**src/rtl/fp16_pkg.sv**
```systemverilog
// Shared types and constants for the FP16 subtract datapath: operand view,
// pipeline stage registers and the significand decode helper.
package fp16_pkg;

    localparam int EXP_W = 5;
    localparam int MAN_W = 10;
    localparam int SIG_W = MAN_W + 1;

    localparam logic [EXP_W-1:0] EXP_MAX = 5'd31;
    localparam logic [15:0]      QNAN    = 16'h7E00;
    localparam logic [15:0]      POS_INF = 16'h7C00;

    typedef struct packed {
        logic             sign;
        logic [EXP_W-1:0] exp;
        logic [MAN_W-1:0] man;
    } fp16_t;

    typedef struct packed {
        logic             sign;
        logic [EXP_W-1:0] exp;
        logic [SIG_W-1:0] sig_a;
        logic [SIG_W-1:0] sig_b;
        logic             eff_sub;
        logic             invalid;
    } s1_reg_t;

    typedef struct packed {
        logic             sign;
        logic [EXP_W-1:0] exp;
        logic [SIG_W:0]   sum;
        logic             invalid;
    } s2_reg_t;

    typedef struct packed {
        logic [15:0] diff;
        logic        overflow;
        logic        underflow;
        logic        invalid;
    } s3_reg_t;

    // Zero exponent means the operand is zero, so denormal mantissas are dropped.
    function automatic logic [SIG_W-1:0] significand(input fp16_t f);
        return (f.exp != 5'd0) ? {1'b1, f.man} : 11'd0;
    endfunction

endpackage

```
**src/rtl/fp16_lzc.sv**
```systemverilog
// 12-bit leading-zero counter used by the normalize stage; all-zero input gives 12.
module fp16_lzc (
    input  logic [11:0] value_i,
    output logic [3:0]  count_o
);

    // Highest set bit wins because the scan runs upward and later hits overwrite.
    always_comb begin
        count_o = 4'd12;
        for (int i = 0; i < 12; i++) begin
            count_o = value_i[i] ? 4'(11 - i) : count_o;
        end
    end

endmodule

```
**src/rtl/fp16_subtractor_pipe.sv**
```systemverilog
// Three-stage FP16 subtractor (align, magnitude add/sub, normalize/pack) with
// valid/ready on both sides; the whole pipe advances as one on a free output slot.
module fp16_subtractor_pipe
    import fp16_pkg::*;
#(
    parameter int EXP_W = 5,
    parameter int MAN_W = 10
) (
    input  logic                   clock_80,
    input  logic                   reset_80,
    input  logic [EXP_W+MAN_W:0]   input_1_80,
    input  logic [EXP_W+MAN_W:0]   input_2_80,
    input  logic                   in_valid_80,
    output logic                   in_ready_80,
    output logic [EXP_W+MAN_W:0]   diff_80,
    output logic                   out_valid_80,
    input  logic                   out_ready_80,
    output logic                   overflow_80,
    output logic                   underflow_80,
    output logic                   invalid_80
);

    logic          advance_s;
    fp16_t         op1_s;
    fp16_t         op2_s;
    fp16_t         big_s;
    fp16_t         small_s;
    logic [4:0]    exp_diff_s;
    logic [10:0]   sig_small_s;
    logic [3:0]    lzc_s;
    logic [9:0]    norm_man_s;
    logic signed [6:0] exp_norm_s;

    s1_reg_t s1_d, s1_q;
    s2_reg_t s2_d, s2_q;
    s3_reg_t s3_d, s3_q;
    logic    v1_q, v2_q, out_valid_q;

    assign advance_s   = ~out_valid_q | out_ready_80;
    assign in_ready_80 = advance_s;

    // S1: invert the subtrahend sign, order by magnitude, align the smaller significand.
    always_comb begin
        op1_s = input_1_80;
        op2_s = {~input_2_80[15], input_2_80[14:0]};
        if ({op1_s.exp, op1_s.man} >= {op2_s.exp, op2_s.man}) begin
            big_s   = op1_s;
            small_s = op2_s;
        end else begin
            big_s   = op2_s;
            small_s = op1_s;
        end
        exp_diff_s    = big_s.exp - small_s.exp;
        sig_small_s   = significand(small_s);
        s1_d.sign     = big_s.sign;
        s1_d.exp      = big_s.exp;
        s1_d.sig_a    = significand(big_s);
        s1_d.sig_b    = (exp_diff_s >= 5'd11) ? 11'd0 : (sig_small_s >> exp_diff_s);
        s1_d.eff_sub  = big_s.sign ^ small_s.sign;
        s1_d.invalid  = (op1_s.exp == EXP_MAX) || (op2_s.exp == EXP_MAX);
    end

    // S2: magnitude sum or difference; the swap keeps the difference non-negative.
    always_comb begin
        s2_d.sign    = s1_q.sign;
        s2_d.exp     = s1_q.exp;
        s2_d.invalid = s1_q.invalid;
        if (s1_q.eff_sub) begin
            s2_d.sum = {1'b0, s1_q.sig_a} - {1'b0, s1_q.sig_b};
        end else begin
            s2_d.sum = {1'b0, s1_q.sig_a} + {1'b0, s1_q.sig_b};
        end
    end

    fp16_lzc u_lzc (
        .value_i (s2_q.sum),
        .count_o (lzc_s)
    );

    // S3: normalize with a widened signed exponent so over/underflow cannot wrap.
    always_comb begin
        s3_d = '0;
        if (s2_q.sum[11]) begin
            norm_man_s = 10'(s2_q.sum >> 1);
            exp_norm_s = $signed({2'b00, s2_q.exp}) + 7'sd1;
        end else begin
            norm_man_s = 10'(s2_q.sum << (lzc_s - 4'd1));
            exp_norm_s = $signed({2'b00, s2_q.exp}) - $signed({3'b000, lzc_s}) + 7'sd1;
        end
        if (s2_q.invalid) begin
            s3_d.diff    = QNAN;
            s3_d.invalid = 1'b1;
        end else if (s2_q.sum == 12'd0) begin
            s3_d.diff = 16'h0000;
        end else if (exp_norm_s >= 7'sd31) begin
            s3_d.diff     = {s2_q.sign, POS_INF[14:0]};
            s3_d.overflow = 1'b1;
        end else if (exp_norm_s <= 7'sd0) begin
            s3_d.diff      = 16'h0000;
            s3_d.underflow = 1'b1;
        end else begin
            s3_d.diff = {s2_q.sign, exp_norm_s[4:0], norm_man_s};
        end
    end

    // Stage registers: reset drops everything in flight; a stall freezes all stages.
    always_ff @(posedge clock_80) begin
        if (reset_80) begin
            v1_q        <= 1'b0;
            v2_q        <= 1'b0;
            out_valid_q <= 1'b0;
            s1_q        <= '0;
            s2_q        <= '0;
            s3_q        <= '0;
        end else if (advance_s) begin
            v1_q        <= in_valid_80;
            v2_q        <= v1_q;
            out_valid_q <= v2_q;
            s1_q        <= s1_d;
            s2_q        <= s2_d;
            s3_q        <= s3_d;
        end else begin
            v1_q        <= v1_q;
            v2_q        <= v2_q;
            out_valid_q <= out_valid_q;
            s1_q        <= s1_q;
            s2_q        <= s2_q;
            s3_q        <= s3_q;
        end
    end

    assign out_valid_80 = out_valid_q;
    assign diff_80      = s3_q.diff;
    assign overflow_80  = s3_q.overflow;
    assign underflow_80 = s3_q.underflow;
    assign invalid_80   = s3_q.invalid;

endmodule

```
**config.mk**
```make
export PLATFORM = sky130hd
export DESIGN_NAME = fp16_subtractor_pipe
export DESIGN_NICKNAME = d
export VERILOG_FILES = /design/src/rtl/fp16_pkg.sv /design/src/rtl/fp16_lzc.sv /design/src/rtl/fp16_subtractor_pipe.sv
export SDC_FILE = /design/constraint.sdc
export NUM_CORES = 1
export LEC_CHECK = 0
export CAP_MARGIN = 20
export CORE_MARGIN = 2
export CORE_UTILIZATION = 40
export DETAILED_ROUTE_END_ITERATION = 8
export GPL_TIMING_DRIVEN = 0
export HOLD_SLACK_MARGIN = 0.02
export PLACE_DENSITY = 0.57
export SYNTH_ARGS = -nofsm -noshare
export SYNTH_HDL_FRONTEND = slang
export SYNTH_SLANG_ARGS = --single-unit
```
**constraint.sdc**
```tcl
create_clock -name clock_80 -period 10.1 [get_ports clock_80]
set_input_delay 1.515 -clock clock_80 [delete_from_list [all_inputs] [get_ports clock_80]]
set_output_delay 1.515 -clock clock_80 [all_outputs]
set_load 0.05 [all_outputs]
```
# Word level (Yosys, flattened, before mapping)
# Cells that the tools add are included.
[totals]
reg_bits = 71
input_bits = 36
word_cells = 70
out_inout_bits = 21
[classes]
order_cmp = 4
mux = 30
reduce_logical = 4
n_addsub = 7
n_eq_ne = 2
bitwise = 4
shift = 2
[op_table]
columns = ["cell", "n"]
rows = [
  ["16-bit 2-to-1 mux", 6],
  ["4-bit 2-to-1 mux", 11],
  ["11-bit 2-to-1 mux", 3],
  ["15-bit >= comparator", 1],
  ["11-bit by 11-bit adder with 12-bit output", 1],
  ["12-bit zero test", 1],
  ["12-bit 2-to-1 mux", 1],
  ["12-bit by 4-bit << shifter with 10-bit output", 1],
  ["11-bit by 11-bit subtractor with 12-bit output", 1],
  ["11-bit by 5-bit right shift with 11-bit output", 1],
  ["5-bit == test, second input constant", 2],
  ["10-bit 2-to-1 mux", 1],
  ["5-bit nonzero test", 2],
  ["6-bit by 2-bit adder with 7-bit output, second input constant", 1],
  ["7-bit by 6-bit >= comparator with 1-bit output, second input constant", 1],
  ["7-bit by 1-bit less-or-equal comparator with 1-bit output, second input constant", 1],
  ["7-bit 2-to-1 mux", 1],
  ["5-bit by 1-bit adder with 6-bit output, second input constant", 1],
  ["5-bit by 4-bit subtractor with 6-bit output", 1],
  ["5-bit by 4-bit >= comparator with 1-bit output, second input constant", 1],
  ["5-bit subtractor", 1],
  ["1-bit 2-to-1 mux", 4],
  ["2-bit 2-to-1 mux", 2],
  ["4-bit by 1-bit subtractor with 4-bit output, second input constant", 1],
  ["other kinds (5)", 6],
]

# Longest topological paths before layout
# Gate-level depths: netlist of run 1.
[depth]
depth_word = 20
ltp_mapped = 20
ltp_nobuf = 17

# Cells and area by module
# From an unflattened synthesis of run 1, not the netlist that was laid out.
[unflattened]
cells_unflattened = 714
area_unflattened_um2 = 5407.7
[by_module_without_submodules]
columns = ["mod", "area_per_inst_um2", "instances", "cells_per_inst"]
rows = [
  ["fp16_subtractor_pipe", 5296.3, 1, 693],
  ["fp16_lzc", 111.4, 1, 21],
]

# Least setup slack after synthesis of run 1
# OpenSTA, ideal clock, no wires.
[synth_path]
kind = "in2reg"
startpoint = "input input_2_80[12]"
endpoint = "register s1_q[3] (netlist bit)"
setup_ps = 122
required_time_ps = 9978
slack_ps = 4961
arrival_time_ps = 5017
cell_stages = 20
cell_sequence = "inv_1 > ha_1 > buf_2 > and3_1 > buf_6 > a31oi_1 > o21a_2 > buf_6 > buf_2 > buf_1 > mux2i_1 > ha_1 > and2_1 > o21ai_0 > a22oi_1 > mux2i_1 > o211a_1 > a21boi_2 > and2_1 > a221o_1"
[synth_between]
elab_chain_len = 6
word_cells_on_any_way = 9
cone_classes = "1 x add/sub; 2 x order compare; 1 x shift; 4 x mux; 1 x reduce/logical"
[synth_lines]
columns = ["element", "line", "source"]
rows = [
  ["start: declaration", "fp16_subtractor_pipe.sv:12", "input logic [EXP_W+MAN_W:0] input_2_80,"],
  ["branches (longest 5 deep; another with 15-bit >= comparator)", "n/a", ""],
  ["11-bit 2-to-1 mux (*)", "fp16_subtractor_pipe.sv:58", "s1_d.sig_b = (exp_diff_s >= 5'd11) ? 11'd0 : (sig_small_s >> exp_diff_s);"],
  ["end signal: assignment", "fp16_subtractor_pipe.sv:126", "s1_q <= s1_q;"],
  ["end: declaration", "fp16_subtractor_pipe.sv:34", "s1_reg_t s1_d, s1_q;"],
]
# Every way passes the cells marked *.
# A chain may end at the register's enable or synchronous reset.

# Worst setup path after layout of run 1
[layout_path]
startpoint = "input input_2_80[12]"
endpoint = "register s1_q[5] (netlist bit)"
# The elaborated chain is that of the path after synthesis.

==> results of run 1 <==
logic make-up (layout without fill, tap and decap cells):
| kind of cell | count (synthesis) | in the layout | synth area share [%] |
|---|---|---|---|
| and+or+nand+nor | 263 | 263 | 22.3 |
| AOI/OAI and AO/OA | 195 | 195 | 23.1 |
| buffers and inverters | 79 | 151 | 5.82 |
| DFF | 71 | 71 | 25.7 |
| muxes | 42 | 42 | 9.51 |
| adders and majority gates | 37 | 37 | 8.65 |
| xor gates and xnor gates | 27 | 27 | 4.94 |
registers in the layout, summed over array words and instances, names as in the netlist:
register	count
overflow_80	1
s1_q	30
s2_q	19
v1_q	1
diff_80	16
underflow_80	1
invalid_80	1
v2_q	1
out_valid_80	1
routing by layer:
metal	routed length, um	up-vias	part of all wire, %
met5	0	-	0
met4	237	0	1.5
met3	559	18	3.5
met2	8190	129	51
met1	7180	2561	44
li1	-	2705	-
report_power, final:
part	internal [uW]	total [uW]	switching [uW]	leakage, uW
combinational	517	1220	707	0.00192
clock	191	316	125	0.000145
sequential	335	388	52.4	0.000584
total	1040	1930	884	0.00264
cell type report:
| class | instances | area [um2] |
|---|---|---|
| plain buffers | 40 | 175 |
| flip-flops and latches | 71 | 1420 |
| repair buffers | 56 | 561 |
| fillers | 1360 | 6740 |
| clock inverters | 7 | 73.8 |
| clock buffers | 9 | 225 |
| multi-input cells | 564 | 3780 |
| well taps | 176 | 220 |
| inverters | 39 | 146 |
per-stage QoR:
step | util [%] | area (um2) | hold slack, ns | cells
global placement | 47.3 | 6310 | 0.439 | 946
global route | 49.5 | 6610 | 0.468 | 962
floorplan | - | 5530 | 0.432 | 714
detailed placement | 47.3 | 6310 | 0.444 | 946
CTS | 49.5 | 6610 | 0.452 | 962
finish | 49.5 | 6610 | 0.448 | 962
critical path, delay by kind of cell:
kind / cells / cell delay [ns]
AO/OA/AOI/OAI: 8 / 1.67
adder cells (fa/ha/maj): 2 / 0.51
multiplexers: 3 / 0.48
buffers and inverters: 6 / 1.66
AND/OR/NAND/NOR: 2 / 0.52
placed cells by master (no fill, tap or decap), drive strengths merged, types with 4 or more instances in the layout:
cell type      Yosys  routed
o31a               4       4
ha                35      35
o21ai             34      34
nand2            119     119
dfxtp             71      71
mux4               8       8
o221a              4       4
a22oi              8       8
nor2b             10      10
a21oi             70      70
xnor2             19      19
o22ai              5       5
nand3             15      15
mux2i             30      30
nor4              11      11
nor3              15      15
nand3b             5       5
clkdlybuf4s50      0      56
a311oi             5       5
a211oi             8       8
a21boi             4       4
o21bai             5       5
o31ai              4       4
inv               38      38
buf               16      16
clkbuf            24      33
mux2               4       4
nor2              61      61
o211ai             5       5
a22o               5       5
xor2               6       6
a21o               5       5
clkinv             1       6
a31oi              7       7
worst paths after layout:
kind,to,slack [ns],cells after the start,from
min reg2reg,diff_80[4]$_SDFFE_PP0P_,0.45,2,diff_80[4]$_SDFFE_PP0P_
min,diff_80[4]$_SDFFE_PP0P_,0.45,2,diff_80[4]$_SDFFE_PP0P_
max reg2reg,diff_80[5]$_SDFFE_PP0P_,5.28,19,s2_q[11]$_SDFFE_PP0P_
max,s1_q[5]$_SDFFE_PP0P_,4.00,21,input_2_80[12]
==> results.py, run 1 <==
metrics = {
    "yosys": {
        "synth.top_cell.area_share_pct": 25.7,
        "synth_area_leaders": "dfxtp_1, nand2_1, ha_1",
        "async_flop_share_pct": 0,
        "ys_warn_count": 0,
        "netlist_area_um2": 5530,
        "synth_edf_count": 0,
        "ys_types": 79,
        "seq_area_frac_synth_pct": 25.7,
        "yosysTopAreaCell": "dfxtp_1",
        "syn_inst": 714,
        "synthesis.nets": 787,
        "synth_ff_type": "dfxtp_1",
        "syn_avg_cell_area_um2": 7.74,
        "synth_seq_cells": 71,
        "yosysMostFrequentCell": "nand2_1",
        "synth_commonest_cells": "nand2_1, dfxtp_1, a21oi_1",
    },
    "critical_path": {
        "crit_fanout": 10,
        "critical_path_required_ns": 10.38,
        "path_class": "input port to flop",
        "critPathMaxStageDelay_ns": 0.51,
        "crit_path_frequent_cell": "mux2i_1",
        "critPathSlowestCell": "clkdlybuf4s50_1",
        "cp_data_arrival_time_ns": 6.38,
        "critPathLaunchType": "input port",
        "setup.worst_path.end_class": "flop",
        "crit_chain": "clkdlybuf4s50_1, inv_1, ha_1, buf_2, a21oi_1, o21ai_1, a31oi_1, o21a_2, buf_6, buf_2, buf_1, mux2i_1, ha_1, or2_2, a31oi_1, mux2i_1, mux2i_1, o211a_1, a21boi_2, and2_1, a32o_1",
    },
    "cts": {
        "ctsHoldBuffers": 0,
        "clkSinkCount": 71,
        "ctsResizeCount": 0,
        "clk_latency_ns": 0.33,
        "cts_made_buffers": 9,
        "post_cts_buffers": 0,
        "clockBufferDepth": 2,
        "cts_tree": "yes",
        "clock-root-buffer": "clkbuf_16",
        "clkTransAtPathRegs_ns": 0.06,
        "h-tree-depth": 3,
    },
    "placement": {
        "place_worst_setup_slack_ns": 3.69,
        "place_congestion": 0.889,
        "dp_hpwl_um": 12800,
        "numPortBuffers": 56,
    },
    "global_routing": {
        "grt_use_met3_pct": 2.62,
        "grt_most_used_layer": "met2",
        "first_global_vias": 5262,
        "track_usage_pct": 22.5,
        "grt_util_met1_pct": 27.6,
        "grtUsageMet2_pct": 40.9,
        "grt_pass1_wl_um": 26300,
        "overflow": 0,
        "antenna_found_initial": 0,
        "grt_max_degree": 14,
    },
    "timing": {
        "finalWorstSetupSlack_ns": 4.00,
        "fin_setup_tns_ns": 0,
        "tightest_slew_ns": 0.712,
        "maxSlewViolCount": 0,
        "finalCritPeriodShare_pct": 60.4,
        "rsz0062_at_grt": "false",
        "clock.fmax_mhz": 164,
        "hold_violations": 0,
        "relSlewSlack_pct": 52.4,
        "setup_viol": 0,
        "skew_ns": 0.00366,
        "min_period_ns": 6.10,
    },
    "die": {
        "die_w_um": 122,
        "die_height_um": 122,
        "io_pins": 57,
        "initial_core_util_pct": 41.4,
        "dieArea_um2": 14800,
        "core_area_um2": 13300,
        "rows": 42,
    },
    "route": {
        "vias": 5413,
        "drt_wl_total_um": 16200,
        "viasPerCell": 5.63,
        "wire_per_inst_um": 16.8,
        "dr.first_iter.drc_count": 370,
        "antenna_left": 0,
        "drc": 0,
        "drtPass1Iterations": 7,
    },
    "power_and_ir_drop": {
        "power.total_uw": 1930,
        "leakage_uw": 0.00264,
        "power.density_nw_per_um2": 292,
        "ir_worst_vdd_v": 0.000113,
    },
    "run_status": {
        "status": "finished clean",
    },
    "run": {
        "maxCapViolCount": 0,
    },
    "hold_path": {
        "hold_path.class": "flop to flop",
    },
    "finish": {
        "layout-drive-gt1-share_pct": 6.87,
        "nNetsFinal": 854,
        "antenna_cells": 0,
        "syn_to_final_growth_pct": 19.5,
    },
}
Power figures use the tool's default switching activity.
==> run 2: changes to the inputs <==
- clock period: 10.1 -> 6.4 ns (I/O delays scaled with it)
==> results of run 2 <==
Same layout as run 1 (identical final DEF). Status: finished clean.
Among the figures that moved: setup slack after placement 3.69 ns -> 0.548 ns; setup slack after layout 4.00 ns -> 0.852 ns; register-to-register setup slack 5.28 ns -> 1.58 ns; total power 1930 uW -> 3040 uW; worst IR drop on VDD 0.000113 V -> 0.000178 V
==> RTL edit (flow settings as in run 2) <==
Register the outputs `overflow_80` and `underflow_80`, with the module's reset; this adds one clock of latency there. The other outputs are not delayed to match.
--- a/src/rtl/fp16_subtractor_pipe.sv
+++ b/src/rtl/fp16_subtractor_pipe.sv
@@ -132,6 +132,13 @@
     assign out_valid_80 = out_valid_q;
     assign diff_80      = s3_q.diff;
-    assign overflow_80  = s3_q.overflow;
-    assign underflow_80 = s3_q.underflow;
+    always_ff @(posedge clock_80) begin
+        if (reset_80) begin
+            overflow_80  <= '0;
+            underflow_80 <= '0;
+        end else begin
+            overflow_80  <= s3_q.overflow;
+            underflow_80 <= s3_q.underflow;
+        end
+    end
     assign invalid_80   = s3_q.invalid;
 
Behaviour: not the same (Yosys sat finds a counterexample within 4 cycles, from zero or initial values and one cycle with reset_80 high).
==> RTL edit against run 2 <==
Die area rose by 4.0%; synthesized area is 4.1% higher; total power decreased by 0.41%; wire length rose by 1.3%; sequential cell count grew 2; fmax grew 9.4%; worst setup slack better by 0.48 ns; design area is 3.3% higher; largest cell class unchanged; largest power group unchanged; highest routed layer unchanged.
==> RTL edit: results (changes against run 2) <==
leakage_nw: 2.76  # +4.3%
worstRegToRegCells: 15  # -4
synth_seq_area_share: 0.254  # -0.00316
outcome: "finished clean"
min_from: "v2_q"
rrSetupSlack_ns: 1.33  # -0.25 ns
routedWlPerCell_um: 16.4  # -2.4%
crit_arrival_ns: 5.32  # -0.50 ns
tightest_slew_ns: 0.721  # +0.00918 ns
num_vias: 5595  # +3.4%
synthTopCellsByArea: "dfxtp_1, ha_1, a21oi_1"
final_nets: 886  # +3.7%
ir_drop_mv: 0.222  # +25%
timing.rr.start: "s2_q[12]"
ys_top_cells_by_count: "nor2_1, nand2_1, a21oi_1"
hold_end: "v2_q"
grt_pass1_wl_um: 26800  # +1.9%
critPathSlowestCell: "nor4_2"
pre_cts_ws_ns: 1.40  # +0.847 ns
cp-start-kind: "flop"
track_usage: 0.223  # -0.00140
crit_end: "diff_80[1]"
hpwl_um: 13000  # +1.6%
power.total_mw: 3.03  # -0.41%
syn-num-nets: 820  # +4.2%
fin_skew_ns: 0.00570  # +0.00204 ns
[RTL edit: cell count changes after synthesis, moves of 5 or more]
| cell | before | now |
|---|---|---|
| nand4_1 | 2 | 7 |
| nor3_1 | 13 | 19 |
| nor2_1 | 61 | 89 |
| nand2b_1 | 3 | 9 |
| o21a_1 | 0 | 5 |
| buf_4 | 1 | 17 |
| o21ai_1 | 10 | 1 |
| a211oi_1 | 8 | 17 |
| nand2_1 | 119 | 85 |
| a21oi_1 | 69 | 81 |
| o21ai_0 | 23 | 29 |
[RTL edit: routing by layer]
metal  up-vias  wire, um  part of all wire  track usage
met2       145      8040              0.49        0.403
met1      2641      7280              0.44        0.275
met3        27       670             0.041       0.0252
met4         0       377             0.023       0.0772
met5         -         0                 0            0
li1       2782         -                 -            -
[RTL edit: area by class of cell]
class / count / area, sq um / area share
multi-input cells: 578 / 3840 / 0.563
inverters: 39 / 146 / 0.0214
well taps: 180 / 225 / 0.0330
repair buffers: 55 / 551 / 0.0807
clock inverters: 7 / 71.3 / 0.0104
clock buffers: 9 / 225 / 0.0330
flip-flops and latches: 73 / 1460 / 0.214
plain buffers: 57 / 304 / 0.0445
[RTL edit: cells by family after synthesis]
kind of cell | count (synthesis) | synth area share
adder cells (fa/ha/maj) | 37 | 0.0831
AO/OA/AOI/OAI | 205 | 0.233
flip-flops | 73 | 0.254
multiplexers | 42 | 0.0922
buffers and inverters | 96 | 0.0783
AND/OR/NAND/NOR | 268 | 0.216
XOR/XNOR | 26 | 0.0435
[RTL edit: worst min-delay path, delay by kind of cell (launching register included)]
kind | cells | cell delay, ns
flops | 1 | 0.31
simple gates | 1 | 0.05
compound gates | 1 | 0.05
